==> src/rtl/knn_vote_if.sv <==
`default_nettype none
// ============================================================================
// Module   : knn_vote_if
// Brief    : Request/result bundle between the neighbour chain, knn_vote and
//            the register file.
// Revision : 1.0 - initial release
// ============================================================================
interface knn_vote_if #(
    parameter int DATA_W       = 32,
    parameter int LABELS       = 8,
    parameter int K_NEIGHBOURS = 10,
    parameter int N_CLASSES    = 8
);
    localparam int VOTE_W = $clog2(K_NEIGHBOURS + 1);
    localparam int CLS_W  = $clog2(N_CLASSES);

    logic                           start;
    logic [LABELS*K_NEIGHBOURS-1:0] neigh_label;
    logic [DATA_W*K_NEIGHBOURS-1:0] neigh_dist;
    logic                           busy;
    logic                           done;
    logic [CLS_W-1:0]               class_out;
    logic [VOTE_W-1:0]              class_votes;
    logic                           no_vote;

    modport master (
        output start, neigh_label, neigh_dist,
        input  busy, done, class_out, class_votes, no_vote
    );

    modport slave (
        input  start, neigh_label, neigh_dist,
        output busy, done, class_out, class_votes, no_vote
    );
endinterface
`default_nettype wire

==> src/rtl/knn_vote.sv <==
`default_nettype none
// ============================================================================
// Module   : knn_vote
// Brief    : Majority vote over the K nearest neighbours, ties go to the class
//            seen at the nearest slot. Option macro: KNN_VOTE_SKIP_EMPTY_EN.
// Revision : 1.0 - initial release
// ============================================================================
module knn_vote #(
    parameter int DATA_W       = 32,
    parameter int LABELS       = 8,
    parameter int K_NEIGHBOURS = 10,
    parameter int N_CLASSES    = 8
) (
    input  logic     clk,
    input  logic     rst,
    knn_vote_if.slave bus
);
    localparam int VOTE_W = $clog2(K_NEIGHBOURS + 1);
    localparam int CLS_W  = $clog2(N_CLASSES);
    localparam int IDX_W  = (K_NEIGHBOURS > 1) ? $clog2(K_NEIGHBOURS) : 1;

    localparam logic [IDX_W-1:0]  c_last_idx  = IDX_W'(K_NEIGHBOURS - 1);
    localparam logic [CLS_W-1:0]  c_last_cls  = CLS_W'(N_CLASSES - 1);
    localparam logic [LABELS:0]   c_n_classes = (LABELS + 1)'(N_CLASSES);

    typedef enum logic [1:0] {
        IDLE  = 2'd0,
        COUNT = 2'd1,
        SCAN  = 2'd2,
        DONE  = 2'd3
    } state_t;

    state_t              r_state;
    state_t              w_next;

    logic [LABELS-1:0]   r_label [K_NEIGHBOURS];
    logic [VOTE_W-1:0]   r_cnt   [N_CLASSES];
    logic [IDX_W-1:0]    r_first [N_CLASSES];
    logic [IDX_W-1:0]    r_idx;
    logic [CLS_W-1:0]    r_cls;
    logic [CLS_W-1:0]    r_best;
    logic [VOTE_W-1:0]   r_best_votes;
    logic [IDX_W-1:0]    r_best_first;

    logic                r_busy;
    logic                r_done;
    logic [CLS_W-1:0]    r_class_out;
    logic [VOTE_W-1:0]   r_class_votes;
    logic                r_no_vote;

    logic [LABELS-1:0]   w_lbl;
    logic [CLS_W-1:0]    w_lbl_cls;
    logic                w_vote;
    logic [VOTE_W-1:0]   w_cand_votes;
    logic [IDX_W-1:0]    w_cand_first;
    logic                w_better;
    logic [CLS_W-1:0]    w_fin_cls;
    logic [VOTE_W-1:0]   w_fin_votes;

`ifdef KNN_VOTE_SKIP_EMPTY_EN
    // Only the "slot unfilled" fact matters, so the distance is reduced at snapshot.
    logic                r_empty [K_NEIGHBOURS];

    always_ff @(posedge clk or posedge rst) begin
        if (rst) begin
            for (int i = 0; i < K_NEIGHBOURS; i++) r_empty[i] <= 1'b0;
        end else if (r_state == IDLE && bus.start) begin
            for (int i = 0; i < K_NEIGHBOURS; i++)
                r_empty[i] <= &bus.neigh_dist[DATA_W*i +: DATA_W];
        end
    end
`endif

    always_comb begin
        w_lbl     = r_label[r_idx];
        w_lbl_cls = w_lbl[CLS_W-1:0];
`ifdef KNN_VOTE_SKIP_EMPTY_EN
        w_vote    = ({1'b0, w_lbl} < c_n_classes) && !r_empty[r_idx];
`else
        w_vote    = ({1'b0, w_lbl} < c_n_classes);
`endif
        w_cand_votes = r_cnt[r_cls];
        w_cand_first = r_first[r_cls];
        w_better     = (w_cand_votes > r_best_votes) ||
                       ((w_cand_votes == r_best_votes) && (w_cand_votes != '0) &&
                        (w_cand_first < r_best_first));
        w_fin_cls    = w_better ? r_cls        : r_best;
        w_fin_votes  = w_better ? w_cand_votes : r_best_votes;
    end

    always_ff @(posedge clk or posedge rst) begin
        if (rst) r_state <= IDLE;
        else     r_state <= w_next;
    end

    always_comb begin
        w_next = r_state;
        case (r_state)
            IDLE:    if (bus.start)          w_next = COUNT;
            COUNT:   if (r_idx == c_last_idx) w_next = SCAN;
            SCAN:    if (r_cls == c_last_cls) w_next = DONE;
            DONE:                             w_next = IDLE;
            default:                          w_next = IDLE;
        endcase
    end

    always_ff @(posedge clk or posedge rst) begin
        if (rst) begin
            for (int i = 0; i < K_NEIGHBOURS; i++) r_label[i] <= '0;
            for (int c = 0; c < N_CLASSES; c++) begin
                r_cnt[c]   <= '0;
                r_first[c] <= '0;
            end
            r_idx         <= '0;
            r_cls         <= '0;
            r_best        <= '0;
            r_best_votes  <= '0;
            r_best_first  <= '0;
            r_busy        <= 1'b0;
            r_done        <= 1'b0;
            r_class_out   <= '0;
            r_class_votes <= '0;
            r_no_vote     <= 1'b0;
        end else begin
            r_busy <= (w_next != IDLE);
            r_done <= (w_next == DONE);
            case (r_state)
                IDLE: begin
                    if (bus.start) begin
                        for (int i = 0; i < K_NEIGHBOURS; i++)
                            r_label[i] <= bus.neigh_label[LABELS*i +: LABELS];
                        for (int c = 0; c < N_CLASSES; c++) begin
                            r_cnt[c]   <= '0;
                            r_first[c] <= '0;
                        end
                        r_idx        <= '0;
                        r_cls        <= '0;
                        r_best       <= '0;
                        r_best_votes <= '0;
                        r_best_first <= '0;
                    end
                end
                COUNT: begin
                    if (w_vote) begin
                        r_cnt[w_lbl_cls] <= r_cnt[w_lbl_cls] + 1'b1;
                        if (r_cnt[w_lbl_cls] == '0) r_first[w_lbl_cls] <= r_idx;
                    end
                    r_idx <= r_idx + 1'b1;
                end
                SCAN: begin
                    if (w_better) begin
                        r_best       <= r_cls;
                        r_best_votes <= w_cand_votes;
                        r_best_first <= w_cand_first;
                    end
                    r_cls <= r_cls + 1'b1;
                    // Last candidate is folded in directly so results land with done.
                    if (r_cls == c_last_cls) begin
                        r_class_out   <= (w_fin_votes == '0) ? '0 : w_fin_cls;
                        r_class_votes <= w_fin_votes;
                        r_no_vote     <= (w_fin_votes == '0);
                    end
                end
                default: ;
            endcase
        end
    end

    assign bus.busy        = r_busy;
    assign bus.done        = r_done;
    assign bus.class_out   = r_class_out;
    assign bus.class_votes = r_class_votes;
    assign bus.no_vote     = r_no_vote;

endmodule
`default_nettype wire

==> src/flat_wrapper.sv <==
// flat-port wrapper written by rule: the top's interface ports become plain ports
module knn_vote_flat 
#(
    parameter int DATA_W       = 32,
    parameter int LABELS       = 8,
    parameter int K_NEIGHBOURS = 10,
    parameter int N_CLASSES    = 8
)
  (clk, rst, bus_start, bus_neigh_label, bus_neigh_dist, bus_busy, bus_done, bus_class_out, bus_class_votes, bus_no_vote);
  knn_vote_if #(.DATA_W(DATA_W), .LABELS(LABELS), .K_NEIGHBOURS(K_NEIGHBOURS), .N_CLASSES(N_CLASSES)) bus_i ();
  input  logic clk;
  input  logic rst;
  input wire logic [$bits(bus_i.start)-1:0] bus_start;
  input wire logic [$bits(bus_i.neigh_label)-1:0] bus_neigh_label;
  input wire logic [$bits(bus_i.neigh_dist)-1:0] bus_neigh_dist;
  output wire logic [$bits(bus_i.busy)-1:0] bus_busy;
  output wire logic [$bits(bus_i.done)-1:0] bus_done;
  output wire logic [$bits(bus_i.class_out)-1:0] bus_class_out;
  output wire logic [$bits(bus_i.class_votes)-1:0] bus_class_votes;
  output wire logic [$bits(bus_i.no_vote)-1:0] bus_no_vote;
  assign bus_i.start = bus_start;
  assign bus_i.neigh_label = bus_neigh_label;
  assign bus_i.neigh_dist = bus_neigh_dist;
  assign bus_busy = bus_i.busy;
  assign bus_done = bus_i.done;
  assign bus_class_out = bus_i.class_out;
  assign bus_class_votes = bus_i.class_votes;
  assign bus_no_vote = bus_i.no_vote;
  knn_vote #(.DATA_W(DATA_W), .LABELS(LABELS), .K_NEIGHBOURS(K_NEIGHBOURS), .N_CLASSES(N_CLASSES)) u_core (.clk(clk), .rst(rst), .bus(bus_i));
endmodule
==> config.mk <==
export PLATFORM = sky130hd
export DESIGN_NAME = knn_vote_flat
export DESIGN_NICKNAME = d
export VERILOG_FILES = /design/src/rtl/knn_vote_if.sv /design/src/rtl/knn_vote.sv /design/src/flat_wrapper.sv
export SDC_FILE = /design/constraint.sdc
export NUM_CORES = 1
export LEC_CHECK = 0
export ABC_CLOCK_PERIOD_IN_PS = 6800
export CAP_MARGIN = 10
export CORE_AREA = 2 2 159 161
export DETAILED_ROUTE_END_ITERATION = 16
export DIE_AREA = 0 0 161 163
export GPL_ROUTABILITY_DRIVEN = 0
export GPL_TIMING_DRIVEN = 0
export PLACE_DENSITY = 0.7
export SETUP_SLACK_MARGIN = 0.15
export SLEW_MARGIN = 20
export SYNTH_ARGS = -nofsm -noshare
export SYNTH_HDL_FRONTEND = slang
export SYNTH_SLANG_ARGS = --single-unit
==> constraint.sdc <==
create_clock -name clk -period 6.8 [get_ports clk]
set_clock_uncertainty 0.1 [all_clocks]
set_input_delay 1.02 -clock clk [delete_from_list [all_inputs] [get_ports clk]]
set_output_delay 1.02 -clock clk [all_outputs]
set_load 0.01 [all_outputs]
**Word level (Yosys, flattened, before mapping)**

Index checks and enable logic that the tools add are counted.

- Logic and storage cells: 116
- Register bits: 174
- Input bits: 403

- Equality and inequality tests: 11
- Magnitude comparators: 7
- Bitwise operators: 3
- Multiplexer cells: 37
- Reduce and logical (&&, ||, !) cells: 18
- Add/subtract/negate cells: 3

Operator list:

| cell | count |
|---|---|
| $mux 32 | 4 |
| $pmux 32 s2 | 2 |
| $bwmux 32 | 2 |
| $mux 4 | 10 |
| $bmux 4 s3 | 3 |
| $bmux 8 s4 | 1 |
| $pmux 4 s2 | 3 |
| $mux 8 | 2 |
| $demux 4 s3 | 1 |
| $pmux 3 s2 | 2 |
| $mux 3 | 3 |
| $add 4x1->4 const B | 2 |
| $ge 4x4->1 const B | 2 |
| $logic_not 4->1 | 2 |
| $lt 8x4->1 const B | 1 |
| $not 3->4 | 2 |
| $pmux 2 s4 | 1 |
| $reduce_and 2->1 | 4 |
| $eq 2x2->1 const B | 3 |
| $mux 2 | 3 |
| $ne 2x1->1 const B | 3 |
| $reduce_and 3->1 | 2 |
| $reduce_bool 2->1 | 3 |
| $ge 5x5->1 const B | 1 |
| other kinds (15) | 17 |

**Longest topological paths before layout**

- Word-level depth: 13
- Depth in mapped cells: 17
- Depth with buffers taken out: 12

**Worst setup path after synthesis**

Ideal clock, no wire load.

- Path type: reg-to-reg
- From: register u_core.r_cls[0]
- To: register u_core.r_best[0]
- Arrival: 3481 ps
- Required time: 6633 ps
- Cell stages (with the launch flop): 13
- Path buffers: 4
- Setup slack: 3151 ps
- Path through: dfrtp_1 buf_2 buf_1 mux4_2 mux2_2 ha_1 a21oi_1 nand2_1 a311oi_1 and2_0 clkbuf_1 clkbuf_1 a22o_1

- Word-level cells in the longest chain between the ends: 10
- Elaborated cells on any way between the ends: 16
- Those cells by class: order compare (2); eq/ne (1); mux (8); bitwise (1); reduce/logical (4)

Ends and longest elaborated chain:

| item | line | RTL |
|---|---|---|
| start, declared | knn_vote.sv:40 | `logic [CLS_W-1:0] r_cls;` |
| start signal, assigned | knn_vote.sv:156 | `r_cls <= r_cls + 1'b1;` |
| parallel branches: the longest is 8 deep, another holds $lt 4x4->1 | n/a |  |
| $mux 3 * | knn_vote.sv:151 | `if (w_better) begin` |
| $pmux 3 s2 * | knn_vote.sv:127 | `case (r_state)` |
| end signal, assigned | knn_vote.sv:152 | `r_best <= r_cls;` |
| end, declared | knn_vote.sv:41 | `logic [CLS_W-1:0] r_best;` |

Every way passes the cells marked *. The select of a mux whose other input is x is not followed.
A chain may end at the register's enable or synchronous reset.

**Worst setup path in the final report**

- From: register u_core.r_idx[0]
- To: register u_core.r_cnt[22] (netlist bit)

- Word-level cells in the longest chain between the ends: 12
- Elaborated cells on any way between the ends: 20
- Those cells by class: add/sub (1); order compare (3); eq/ne (1); mux (11); bitwise (2); reduce/logical (2)

Ends and longest elaborated chain:

| item | line | RTL |
|---|---|---|
| start, declared | knn_vote.sv:39 | `logic [IDX_W-1:0] r_idx;` |
| start signal, assigned | knn_vote.sv:148 | `r_idx <= r_idx + 1'b1;` |
| $not 4->5 (not written as such) * | knn_vote.sv:75 | `w_lbl = r_label[r_idx];` |
| $bmux 8 s4 * | knn_vote.sv:75 |  |
| $mux 8 (not written as such) * (2 in a row) | knn_vote.sv:75 |  |
| $not 3->4 (not written as such) | knn_vote.sv:145 | `r_cnt[w_lbl_cls] <= r_cnt[w_lbl_cls] + 1'b1;` |
| $bmux 4 s3, or another cell as far along | knn_vote.sv:145 |  |
| $mux 4 (not written as such) or $logic_and 1x1->1 (tied branches) | knn_vote.sv:145 |  |
| $mux 4 (not written as such) | knn_vote.sv:145 |  |
| $add 4x1->4 or $demux 4 s3 (tied branches) | knn_vote.sv:145 |  |
| $bwmux 32 | knn_vote.sv:145 |  |
| $mux 32 | knn_vote.sv:144 | `if (w_vote) begin` |
| $pmux 32 s2 | knn_vote.sv:127 |  |
| end signal, assigned by index | knn_vote.sv:145 |  |
| end, declared | knn_vote.sv:37 | `logic [VOTE_W-1:0] r_cnt [N_CLASSES];` |

Mark *: on every way between the ends. The rest lies on a longest branch, timed or not. The select of a mux whose other input is x is not followed.

==> impl_metrics.csv <==
group,metric,value,unit
power_and_ir_drop,fin_total_pwr,4830,uW
setup_path,crit_type,"flop to flop",
logic_synthesis,synth_area,8330,sq um
finish,instances_no_fill,1270,
finish,final_common_cell,"nand2_1",
clock_tree,clockRootBuffer,"clkbuf_16",
clock_tree,cts_resized,0,
logic_synthesis,synthesis.instances,816,
timing,fin_crit_sh,0.654,
timing,maxSlewViolCount,0,
clock_tree,ctsHoldBuffers,0,
logic_synthesis,avgSynthCellArea,10.2,sq um
route,dr.first_iter.drc_count,502,
route,num_vias,6460,
hold_path,hold_depth,2,
global_route,grt_max_degree,103,
die,initial_utilization,0.338,
die,die_h,163,um
setup_path,start_kind,"flop",
logic_synthesis,syn-num-nets,1232,
setup_path,reg2regPathDepth,15,
route,ant_nets,0,
flow_run,maxCapViolations,0,
setup_path,cp.required,7.07,ns
timing,rsz0062_at_grt,"no",
clock_tree,htreeDepth,4,
placement,port_buffers,92,
route,viasPerCell,5.09,
finish,nets,1344,
finish,seq_area,4350,sq um
route,totalWireLength,20.9,mm
logic_synthesis,yosysUniqueCellTypes,63,
logic_synthesis,ys_seq_area_frac,0.523,
setup_path,crit_fanout,10,
power_and_ir_drop,irDropWorstVdd,206,uV
die,num_rows,58,
global_route,grt_usage,0.166,
power_and_ir_drop,power_density,470,nW/um^2
finish,layout_common_cells,"274 x nand2_1, 174 x dfrtp_1, 92 x clkdlybuf4s50_1, 40 x a22o_1, 33 x o2bb2ai_1",
die,fp.coreArea,24700,sq um
logic_synthesis,yosysWarningCount,0,
timing,final-hold-violation-count,0,
setup_path,r2r-end,"u_core.r_cnt[22]$_DFFE_PP0P_",
placement,placed_area,9700,sq um
logic_synthesis,synthTopCellsByArea,"dfrtp_1 52%, nand2_1 12%, mux4_2 4.9%",
setup_path,r2r_setup_slack,2.35,ns
timing,fin_crit,4.45,ns
clock_tree,cts_setup_buffers,0,
die,ios,413,
hold_path,holdCritStartpoint,"u_core.r_label[20]$_DFFE_PP0P_",
die,chipWidth,161,um
setup_path,end_kind,"flop",
logic_synthesis,synth_seq_cells,174,
logic_synthesis,yosysTopAreaCell,"dfrtp_1",
global_route,grt_pass1_wl,34.3,mm
finish,area_growth_syn_to_layout,23.4,%
finish,design_area,10300,sq um
power_and_ir_drop,leakage,0.00473,uW
finish,drive_gt1_frac,0.107,
route,dr.pass1.iters,6,
finish,fin_util,0.417,
clock_tree,cts_tree,"done",
clock_tree,clk_path_buf_depth,2,
hold_path,hp-class,"flop to flop",
timing,final-setup-viol-count,0,
die,die-area,26200,sq um
status,status,"completed",
finish,fillers,2403,
setup_path,reg2reg_from,"u_core.r_idx[0]$_DFFE_PP0P_",
route,wl_per_cell,16.5,um
global_route,grt-ovfl-total,0,
placement,hpwl,15.4,mm
global_route,antenna_found_initial,0,
clock_tree,cts.sinks,174,
clock_tree,cts_buffers,17,
setup_path,critPathArrivalTime,4.72,ns
timing,max_freq,225,MHz
route,drcViolationCount,0,
hold_path,hold_end,"u_core.r_label[20]$_DFFE_PP0P_",
clock_tree,insertion_delay,0.44,ns
logic_synthesis,synthArstFlopShare,1.00,
clock_tree,clk_pin_slew_worst_paths,0.07,ns
finish,num_antenna_cells,0,
logic_synthesis,synth_flop_cell,"dfrtp_1",
global_route,grt_pass1_vias,6569,
logic_synthesis,synth_top_area_share,0.523,
logic_synthesis,synth_edf_count,0,
finish,multi_input_area,3670,sq um
placement,dp.cells,1239,
timing,worstMarginPinSlew,0.730,ns
timing,slew_headroom,0.510,
[stage by stage]
step / setup TNS [ns] / hold slack (ns) / setup WS, ns
after floorplan: 0 / 0.337 / 0.963
after global placement: -211.59 / 0.351 / -1.23
after detailed placement: 0 / 0.359 / 2.43
after CTS: 0 / 0.378 / 2.39
after global routing: 0 / 0.388 / 2.05
final: 0 / 0.374 / 2.35
[power breakdown]
| group | switching, uW | internal, uW |
|---|---|---|
| combinational | 1320 | 895 |
| clock | 467 | 488 |
| sequential | 237 | 1420 |
| total | 2030 | 2800 |
[worst max-delay path by stage]
stage / slack (ns) / depth (start not counted) / end / from
after CTS: 2.39 / 12 / u_core.r_best_votes[0]$_DFFE_PP0P_ / u_core.r_cls[0]$_DFFE_PP0P_
after global routing: 2.05 / 13 / u_core.r_best_first[3]$_DFFE_PP0P_ / u_core.r_cls[0]$_DFFE_PP0P_
after global placement: -1.23 / 2 / u_core.bus.class_out[1]$_DFFE_PP0P_ / rst
after detailed placement: 2.43 / 13 / u_core.r_best_first[1]$_DFFE_PP0P_ / u_core.r_cls[0]$_DFFE_PP0P_
final: 2.35 / 15 / u_core.r_cnt[22]$_DFFE_PP0P_ / u_core.r_idx[0]$_DFFE_PP0P_
after floorplan: 0.96 / 1 / u_core.bus.busy$_DFF_PP0_ / rst
[cell families after synthesis]
family / count (synthesis) / share of synthesized area
AND/OR/NAND/NOR: 356 / 0.181
flip-flops: 174 / 0.523
AO/OA/AOI/OAI: 157 / 0.148
buffers and inverters: 65 / 0.0366
multiplexers: 49 / 0.0891
adder cells (fa/ha/maj): 13 / 0.0195
XOR/XNOR: 2 / 0.00300
[per-layer routing]
| metal | wire (um) | part of all wire | GRT usage |
|---|---|---|---|
| met5 | 0 | 0 | 0 |
| met4 | 244 | 0.012 | 0.0479 |
| met3 | 1110 | 0.053 | 0.0405 |
| met2 | 9780 | 0.47 | 0.265 |
| met1 | 9810 | 0.47 | 0.227 |
[cells in the mapped netlist (9+ instances only)]
cell type and n:
clkbuf_1 27, inv_1 19, nor2_1 20, mux4_2 18, nand2_1 274, a22o_1 40
o21ai_0 25, mux2i_1 13, a21oi_1 14, o2bb2ai_1 33, ha_1 13, and2_1 9
mux2_2 15, dfrtp_1 174
[registers in the layout (all words and copies together), names as in the netlist]
name	flops
u_core.r_first	32
u_core.bus.no_vote	1
u_core.r_best	3
u_core.r_best_first	4
u_core.bus.done	1
u_core.bus.class_votes	4
u_core.r_best_votes	4
u_core.r_cnt	32
u_core.r_idx	4
u_core.bus.class_out	3
u_core.r_label	80
u_core.r_state	2
u_core.bus.busy	1
u_core.r_cls	3
[area by class of cell]
class                   count  area share
clock buffers              17      0.0414
clock inverters            14      0.0147
repair buffers             93      0.0923
well taps                 330      0.0402
multi-input cells         577       0.357
plain buffers              45      0.0224
flip-flops and latches    174       0.424
inverters                  20     0.00804
[critical path, cell delays in order, from the launching register on]
cell	delay, ns
dfrtp_1	0.42
buf_6	0.17
buf_6	0.15
mux2_1	0.24
a32oi_1	0.11
a21oi_1	0.44
buf_6	0.23
buf_2	0.26
mux2i_1	0.22
o2bb2ai_1	0.10
a221oi_1	0.36
clkbuf_1	0.42
inv_1	0.10
ha_1	0.22
xnor2_1	0.60
a22o_1	0.23
(Power assumes the default switching activity.)
